File: src/rtl/lsu_pkg.sv
// Shared types and constants for the load/store unit.
package lsu_pkg;

  localparam int DATA_W = 32;

  typedef enum logic [1:0] {
    SZ_BYTE = 2'b00,
    SZ_HALF = 2'b01,
    SZ_WORD = 2'b10,
    SZ_RSVD = 2'b11
  } size_t;

  typedef enum logic [1:0] {
    IDLE = 2'b00,
    RD   = 2'b01,
    WR   = 2'b10,
    LD   = 2'b11
  } state_t;

endpackage

File: src/rtl/lsu_lane_align.sv
// Lane alignment for the load/store unit: extracts and extends the addressed
// byte/half of a memory word for loads, and merges store data into the
// addressed lane of a memory word for sub-word stores.
module lsu_lane_align
  import lsu_pkg::*;
(
  input  logic [1:0]        size,
  input  logic [1:0]        offset,
  input  logic              is_unsigned,
  input  logic [DATA_W-1:0] word,
  input  logic [DATA_W-1:0] wdata,
  output logic [DATA_W-1:0] load_data,
  output logic [DATA_W-1:0] store_data
);

  logic [7:0]  byte_s;
  logic [15:0] half_s;

  // Lane extraction with sign/zero extension, and lane replacement for stores.
  always_comb begin
    byte_s     = word[{offset, 3'b000} +: 8];
    half_s     = word[{offset[1], 4'b0000} +: 16];
    load_data  = word;
    store_data = wdata;
    case (size_t'(size))
      SZ_BYTE: begin
        load_data  = {{24{~is_unsigned & byte_s[7]}}, byte_s};
        store_data = word;
        store_data[{offset, 3'b000} +: 8] = wdata[7:0];
      end
      SZ_HALF: begin
        load_data  = {{16{~is_unsigned & half_s[15]}}, half_s};
        store_data = word;
        store_data[{offset[1], 4'b0000} +: 16] = wdata[15:0];
      end
      default: begin
        load_data  = word;
        store_data = wdata;
      end
    endcase
  end

endmodule

File: src/rtl/load_store_unit.sv
// Load/store unit between the execute stage and a word-wide synchronous
// data memory. Sub-word stores are done as read-modify-write because the
// memory has no byte enables.
// Optional feature macro: LSU_MISALIGN_TRAP_EN (misaligned/reserved requests
// complete immediately with err_o instead of being force-aligned).
module load_store_unit
  import lsu_pkg::*;
#(
  parameter int ADDR_W = 12
)(
  input  logic              clk,
  input  logic              rst,
  input  logic              req_i,
  input  logic              we_i,
  input  logic [1:0]        size_i,
  input  logic              unsigned_i,
  input  logic [31:0]       addr_i,
  input  logic [31:0]       wdata_i,
  output logic              ready_o,
  output logic              done_o,
  output logic              err_o,
  output logic [31:0]       rdata_o,
  output logic [ADDR_W-1:0] mem_addr_o,
  output logic [31:0]       mem_wdata_o,
  output logic              mem_we_o,
  input  logic [31:0]       mem_rdata_i
);

  state_t              state_r;
  logic [ADDR_W-1:0]   addr_r;
  logic [1:0]          off_r;
  size_t               size_r;
  logic                we_r;
  logic                uns_r;
  logic [DATA_W-1:0]   wdata_r;
  logic [DATA_W-1:0]   rdata_r;
  logic                done_r;
  logic                err_r;

  size_t               req_size_s;
  logic [1:0]          req_off_s;
  logic                misalign_s;
  logic [DATA_W-1:0]   load_data_s;
  logic [DATA_W-1:0]   store_data_s;

  // Request decode: either trap misaligned/reserved requests or force-align them.
  always_comb begin
    req_size_s = size_t'(size_i);
    req_off_s  = addr_i[1:0];
    misalign_s = 1'b0;
`ifdef LSU_MISALIGN_TRAP_EN
    case (size_i)
      2'b01:   misalign_s = addr_i[0];
      2'b10:   misalign_s = (addr_i[1:0] != 2'b00);
      2'b11:   misalign_s = 1'b1;
      default: misalign_s = 1'b0;
    endcase
`else
    case (size_i)
      2'b00:   req_off_s = addr_i[1:0];
      2'b01:   req_off_s = {addr_i[1], 1'b0};
      default: begin
        req_size_s = SZ_WORD;
        req_off_s  = 2'b00;
      end
    endcase
`endif
  end

  // During WR the memory's output register still holds the word read in RD,
  // so the sub-word merge is taken directly from mem_rdata_i.
  lsu_lane_align u_align (
    .size        (size_r),
    .offset      (off_r),
    .is_unsigned (uns_r),
    .word        (mem_rdata_i),
    .wdata       (wdata_r),
    .load_data   (load_data_s),
    .store_data  (store_data_s)
  );

  // Sequencer FSM with request latches and registered completion outputs.
  always_ff @(posedge clk) begin
    if (rst) begin
      state_r <= IDLE;
      addr_r  <= {ADDR_W{1'b0}};
      off_r   <= 2'b00;
      size_r  <= SZ_BYTE;
      we_r    <= 1'b0;
      uns_r   <= 1'b0;
      wdata_r <= 32'h0000_0000;
      rdata_r <= 32'h0000_0000;
      done_r  <= 1'b0;
      err_r   <= 1'b0;
    end else begin
      done_r <= 1'b0;
      err_r  <= 1'b0;
      case (state_r)
        IDLE: begin
          if (req_i) begin
            addr_r  <= addr_i[ADDR_W+1:2];
            off_r   <= req_off_s;
            size_r  <= req_size_s;
            we_r    <= we_i;
            uns_r   <= unsigned_i;
            wdata_r <= wdata_i;
            if (misalign_s) begin
              done_r  <= 1'b1;
              err_r   <= 1'b1;
              state_r <= IDLE;
            end else if (we_i && (req_size_s == SZ_WORD)) begin
              state_r <= WR;
            end else begin
              state_r <= RD;
            end
          end
        end
        RD:      state_r <= we_r ? WR : LD;
        WR: begin
          state_r <= IDLE;
          done_r  <= 1'b1;
        end
        LD: begin
          state_r <= IDLE;
          done_r  <= 1'b1;
          rdata_r <= load_data_s;
        end
        default: state_r <= IDLE;
      endcase
    end
  end

  // Memory interface driven from state and latched request fields.
  always_comb begin
    mem_addr_o  = {ADDR_W{1'b0}};
    mem_wdata_o = 32'h0000_0000;
    if ((state_r == RD) || (state_r == WR)) begin
      mem_addr_o = addr_r;
    end else begin
      mem_addr_o = {ADDR_W{1'b0}};
    end
    if (state_r == WR) begin
      mem_wdata_o = store_data_s;
    end else begin
      mem_wdata_o = 32'h0000_0000;
    end
  end

  // A write cut short by reset must never reach the memory.
  assign mem_we_o = (state_r == WR) & ~rst;
  assign ready_o  = (state_r == IDLE);
  assign done_o   = done_r;
  assign err_o    = err_r;
  assign rdata_o  = rdata_r;

endmodule

File: config.mk
export PLATFORM = sky130hd
export DESIGN_NAME = load_store_unit
export DESIGN_NICKNAME = d
export VERILOG_FILES = /design/src/rtl/lsu_pkg.sv /design/src/rtl/lsu_lane_align.sv /design/src/rtl/load_store_unit.sv
export SDC_FILE = /design/constraint.sdc
export NUM_CORES = 1
export LEC_CHECK = 0
export ABC_AREA = 1
export CAP_MARGIN = 25
export CORE_MARGIN = 5
export CORE_UTILIZATION = 46
export CTS_BUF_LIST = sky130_fd_sc_hd__clkbuf_8
export DETAILED_ROUTE_END_ITERATION = 16
export GPL_ROUTABILITY_DRIVEN = 0
export PLACE_DENSITY = 0.84
export SETUP_SLACK_MARGIN = 0.4
export SLEW_MARGIN = 20
export SYNTH_ARGS = -nofsm -noshare
export SYNTH_HDL_FRONTEND = slang
export SYNTH_SLANG_ARGS = --single-unit
File: constraint.sdc
create_clock -name clk -period 3.7 [get_ports clk]
set_input_delay 1.11 -clock clk [delete_from_list [all_inputs] [get_ports clk]]
set_output_delay 1.11 -clock clk [all_outputs]
set_load 0.01 [all_outputs]
==> results of run 1 <==
## critical path: cells and delay by family
kind,cells,cell delay (ns)
AO/OA/AOI/OAI,3,0.39
buffers and inverters,3,0.72
## cell usage after synthesis (2+ instances only)
cell      number
buf_4          6
o21ai_0      102
buf_2          6
clkbuf_1      33
clkinv_1       5
ha_1           9
nand3_1       18
nand2_2        3
inv_1         62
nor2_1       123
nor3_1         7
a21oi_1       84
dfxtp_1       85
inv_2          4
o211ai_1       8
nand2_1      135
nand4_1        7
o22ai_1       25
a22oi_1        6
nor2_2         2
buf_6          3
a21oi_2       11
a211oi_1      10
buf_1          3
## final cells by class
| type | instances | area (µm²) | share of cell area, % |
|---|---|---|---|
| clock buffer | 10 | 137.6 | 1.930 |
| clock inverter | 6 | 46.29 | 0.6491 |
| inverter | 72 | 281.5 | 3.947 |
| tap | 136 | 170.2 | 2.386 |
| antenna | 1 | 2.502 | 0.03509 |
| multi-input combinational | 560 | 2884 | 40.44 |
| sequential | 85 | 1702 | 23.86 |
| timing repair buffer | 211 | 1908 | 26.75 |
## flip-flops by register name (all words and copies together), names as in the netlist
| name | count |
|---|---|
| rdata_o | 32 |
| wdata_r | 32 |
| addr_r | 12 |
| off_r | 2 |
| size_r | 2 |
| state_r | 2 |
| done_o | 1 |
| uns_r | 1 |
| we_r | 1 |
## final timing paths
check | to | slack (ns) | depth (start not counted) | start
setup reg to reg | rdata_o[3] | 1.27 | 7 | state_r[1]
setup / recovery | mem_wdata_o[17] | 0.37 | 6 | mem_rdata_i[17]
hold reg to reg | wdata_r[22] | 0.49 | 2 | wdata_r[22]
hold / removal | wdata_r[22] | 0.49 | 2 | wdata_r[22]
## cells by family after synthesis
| group | count (synthesis) | synth area share [%] |
|---|---|---|
| fa+ha+maj | 9 | 2.274 |
| flops | 85 | 34.36 |
| compound gates | 252 | 28.65 |
| simple gates | 298 | 24.20 |
| buf+inv | 123 | 10.43 |
| other cells | 1 | 0.07572 |
## per-stage QoR
step                power, mW  TNS, ns  cells  utilization, %
detailed placement      1.995   -2.155   1061           65.86
floorplan               1.619        0    768               -
CTS                     2.613        0   1077           67.17
global route            2.827        0   1081           68.47
finish                  2.671        0   1081           68.47
global placement        1.975   -2.153   1061           65.86
## power groups by stage
| stage | Clock (mW) | Combinational, mW | Sequential (mW) |
|---|---|---|---|
| after global placement | 0 | 0.884 | 1.09 |
| after global routing | 0.687 | 1.05 | 1.09 |
| final | 0.632 | 0.961 | 1.08 |
| after CTS | 0.635 | 0.904 | 1.07 |
| after floorplan | 0 | 0.537 | 1.08 |
| after detailed placement | 0 | 0.900 | 1.10 |
## routing by layer
metal / track usage (%) / up-vias
met3: 6.366 / 51
met1: 36.16 / 2731
li1: - / 2894
met4: 8.093 / 4
met5: 0 / -
met2: 42.05 / 371
## timing repair
item	in CTS	in global routing
endpoints found under the setup margin	33	42
resized for setup	159	57
buffers inserted	0	3
pin swaps	21	20
==> reports/qor.txt, run 1 <==
htree depth = 3
Reg clk slew, reported paths = 0.08 ns
gr usage total = 26.67%
Hold Path Class = register to register
post-layout min period = 3.333 ns
number of global-route vias before repair = 5424
FF+latch count, synth = 85
cell area after synthesis = 4952 µm²
Vias = 6051
max-cap viol count = 0
Worst path slowest cell = clkdlybuf4s50_1
DR top layer = met5
PD cells = 374.5 nW/µm²
cell taking the most area after synthesis = dfxtp_1
port bufs = 163
commonest non-fill, non-tap cell in the layout = nand2_1
crit-path most repeated cell = a21oi_1
io pins = 183
Seq/Total Area, Yosys = 34.36%
dpl ws = -0.1576 ns
Nets = 1051
ys async rst share = 0%
CP required = 2.59 ns
detailed-route wire length = 17870 µm
Avg WL per Cell = 16.53 µm
status = finished clean
Synth warnings = 0
endpoints failing setup = 0
wl on met1 = 7182 µm
Syn Area/Cell = 6.448 µm²
Inserted Clock Buffers = 9
synth top area cells = dfxtp_1 (34%), o21ai_0 (10%), nand2_1 (10%), nor2_1 (9.3%), a21oi_1 (8.5%)
net switching power = 1.011 mW
Worst Skew = 0.01212 ns
met2 routed WL = 8109 µm
Clk Latency, worst-skew pair = 0.37 ns
Final WS setup = 0.3669 ns
Synth cell types = 35
Initial Util = 47.54%
Cell Chain, Critical Path = clkdlybuf4s50_1 > inv_2 > o21ai_1 > a21oi_1 > a21oi_1 > buf_2
CP Launch Type = input pin
Max Freq = 300.0 MHz
total clock sinks = 85
# hold bufs at CTS = 0
Die Area = 12940 µm²
RSZ-0062 raised after global routing = yes
Critical Path AT = 2.22 ns
Post-DRT Antenna Nets = 0
Max transition margin = 47.63%
Die Ht = 113.8 µm
row cnt = 37
Peak supply drop = 0.1773 mV
Hold Fails Final Rpt = 0
worst-path fanout max = 3
Via-to-Cell Ratio = 5.598
Synth top area share = 34.36%
dpl hpwl = 12880 µm
CTS root buffer = clkbuf_8
clock share of power = 23.7%
EDFF count, synth = 0
core box area = 10420 µm²
critical path's largest stage delay = 0.49 ns
Chip Width = 113.8 µm
initial antenna violation count = 3
initial DRC count = 671
part of the cycle the worst path needs = 90.08%
Synth Flop Type = dfxtp_1
TritonRoute pass-1 iters = 6
post-route cell area = 7132 µm²
Post-DP Area = 6860 µm²
Switching Share = 37.84%
Gate power share = 36.0%
Slew Limit Fails = 0
most frequent cells in the layout = nand2_1 (133), nor2_1 (122), clkdlybuf4s50_1 (102)
Syn Nets = 880
TritonCTS clock tree = yes
P&R area growth vs syn = 44.01%
met3 WL = 2049 µm
Least-Margin Pin Slew = 0.7807 ns
proportion of power drawn by flip-flops and latches = 40.4%
worst setup path category = input pin to output port
largest net degree at the start of global routing = 56
layout cells sized above 1 = 17.90%
fillers = 908
Mapped Cells = 768
grt total ovfl = 0
first-pass GRT wire length = 27880 µm
CP Capture Type = output port
leakage = 3.187 nW
WHS = 0.4851 ns
drc violations = 0
P_int = 1.660 mW
clk buf depth = 2
(Power assumes the default switching activity.)
==> inputs of run 2 (changes only) <==
- SKIP_CTS_REPAIR_TIMING: default -> 1
==> reports/qor.txt, run 2 (synthesis gave the netlist of run 1 again) <==
Nets = 1049 (-0.19%)
fillers = 919 (+1.2%)
Critical Path AT = 2.42 ns (+0.20 ns)
Clk Latency, worst-skew pair = 0.37 ns (about the same)
critical path's largest stage delay = 0.52 ns (+0.03 ns)
drc violations = 0 (unchanged)
TritonCTS clock tree = yes
gr usage total = 26.24% (-0.42 points)
Via-to-Cell Ratio = 5.504 (-1.7%)
Worst path slowest cell = clkdlybuf4s50_1
htree depth = 3 (unchanged)
reg2reg path depth = 7 (unchanged)
Sequential Area = 1702 µm² (unchanged)
FF-to-FF Start = state_r[1]
initial DRC count = 623 (-7.2%)
FF-to-FF setup slack = 1.26 ns (about the same)
io pins = 183 (unchanged)
Max Freq = 283.3 MHz (-5.6%)
Hold Fails Final Rpt = 0 (unchanged)
max-cap viol count = 0 (unchanged)
P&R area growth vs syn = 43.10%
initial antenna violation count = 0 (-3)
Die Ht = 113.8 µm (unchanged)
port bufs = 163 (unchanged)
Die Area = 12940 µm² (unchanged)
status = finished clean
Least-Margin Pin Slew = 0.8012 ns (+0.02053 ns)
Chip Width = 113.8 µm (unchanged)
part of the cycle the worst path needs = 95.41% (+5.3 points)
CP required = 2.59 ns (about the same)
Initial Util = 47.54% (unchanged)
Post-DRT Antenna Nets = 0 (unchanged)
Post-DP Area = 6860 µm² (unchanged)
Vias = 5933 (-2.0%)
Cell Chain, Critical Path = clkdlybuf4s50_1 > inv_1 > o22ai_1 > nand2_1 > a21oi_1 > dlymetal6s2s_1
multi-input logic area = 2820 µm² (-2.2%)
post-layout min period = 3.530 ns (+0.1972 ns)
# diodes = 0 (-1)
Reg clk slew, reported paths = 0.08 ns (about the same)
Tot Pwr = 2.643 mW (-1.0%)
worst-path fanout max = 2 (-1)
Avg WL per Cell = 16.15 µm (-2.3%)
Max transition margin = 46.26% (-1.4 points)
first-pass GRT wire length = 27430 µm (-1.6%)
number of global-route vias before repair = 5367 (-1.1%)
Peak supply drop = 0.1785 mV (+0.65%)
commonest non-fill, non-tap cell in the layout = nand2_1
hold_sp = wdata_r[22]
row cnt = 37 (unchanged)
CTS root buffer = clkbuf_8
worst setup path category = input pin to output port
post-route cell area = 7087 µm² (-0.63%)
r2r endpoint = rdata_o[3]
grt total ovfl = 0 (unchanged)
RSZ-0062 raised after global routing = yes
Hold Path Cell Cnt = 2 (unchanged)
most frequent cells in the layout = nand2_1 (133), nor2_1 (122), clkdlybuf4s50_1 (118)
clk buf depth = 2 (unchanged)
Placed Instances = 1061 (unchanged)
Hold Path Class = register to register
TritonRoute pass-1 iters = 7 (+1)
Worst Skew = 0.01307 ns (+0.0009467 ns)
CP Capture Type = output port
fin cells = 1078 (-0.28%)
dpl hpwl = 12880 µm (unchanged)
detailed-route wire length = 17410 µm (-2.6%)
core box area = 10420 µm² (unchanged)
CP Launch Type = input pin
PD cells = 373.0 nW/µm² (-0.41%)
Slew Limit Fails = 0 (unchanged)
Inserted Clock Buffers = 9 (unchanged)
endpoints failing setup = 0 (unchanged)
largest net degree at the start of global routing = 56 (unchanged)
total clock sinks = 85 (unchanged)
Worst Hold Endpoint = wdata_r[22]
layout cells sized above 1 = 14.33% (-3.6 points)
leakage = 3.277 nW (+2.8%)
run 2: worst max-delay path: cells and delay by family:
family | cells | cell delay, ns
AO/OA/AOI/OAI | 2 | 0.41
buffers and inverters | 3 | 0.82
AND/OR/NAND/NOR | 1 | 0.08
run 2: layout make-up:
type | instances | area share (%)
inverters | 72 | 3.972
well taps | 136 | 2.401
flip-flops and latches | 85 | 24.01
multi-input cells | 560 | 39.80
clock buffers | 10 | 1.942
repair buffers | 209 | 27.22
clock inverters | 6 | 0.6532
run 2: worst max path at each step:
stage,start,endpoint,slack [ns],cells after the start
after floorplan,off_r[1],mem_wdata_o[16],0.57,11
after global routing,mem_rdata_i[8],mem_wdata_o[8],0.15,6
after global placement,mem_rdata_i[8],mem_wdata_o[8],-0.16,6
after CTS,mem_rdata_i[8],mem_wdata_o[8],-0.19,6
after detailed placement,mem_rdata_i[8],mem_wdata_o[8],-0.16,6
final,mem_rdata_i[8],mem_wdata_o[8],0.17,6
run 2: report_power, final:
| part | total (mW) | switching [mW] | internal [mW] |
|---|---|---|---|
| Sequential | 1.08 | 0.0718 | 1.01 |
| Clock | 0.630 | 0.362 | 0.267 |
| Combinational | 0.936 | 0.553 | 0.383 |
| Total | 2.64 | 0.988 | 1.66 |
run 2: stage by stage:
stage	worst slack (ns)	hold slack [ns]	utilization, %	setup TNS [ns]
after floorplan	0.5691	0.4449	-	0
after global routing	0.1465	0.5085	68.04	0
after CTS	-0.1895	0.4902	67.63	-2.434
after detailed placement	-0.1576	0.4707	65.86	-2.155
after global placement	-0.1615	0.4613	65.86	-2.153
final	0.1697	0.4858	68.04	0
run 2: metal layers:
| layer | GRT usage (%) | routed length (µm) |
|---|---|---|
| met4 | 7.933 | 421 |
| met3 | 6.419 | 1896 |
| met2 | 40.95 | 7842 |
| met1 | 35.87 | 7253 |
| met5 | 0 | 0 |
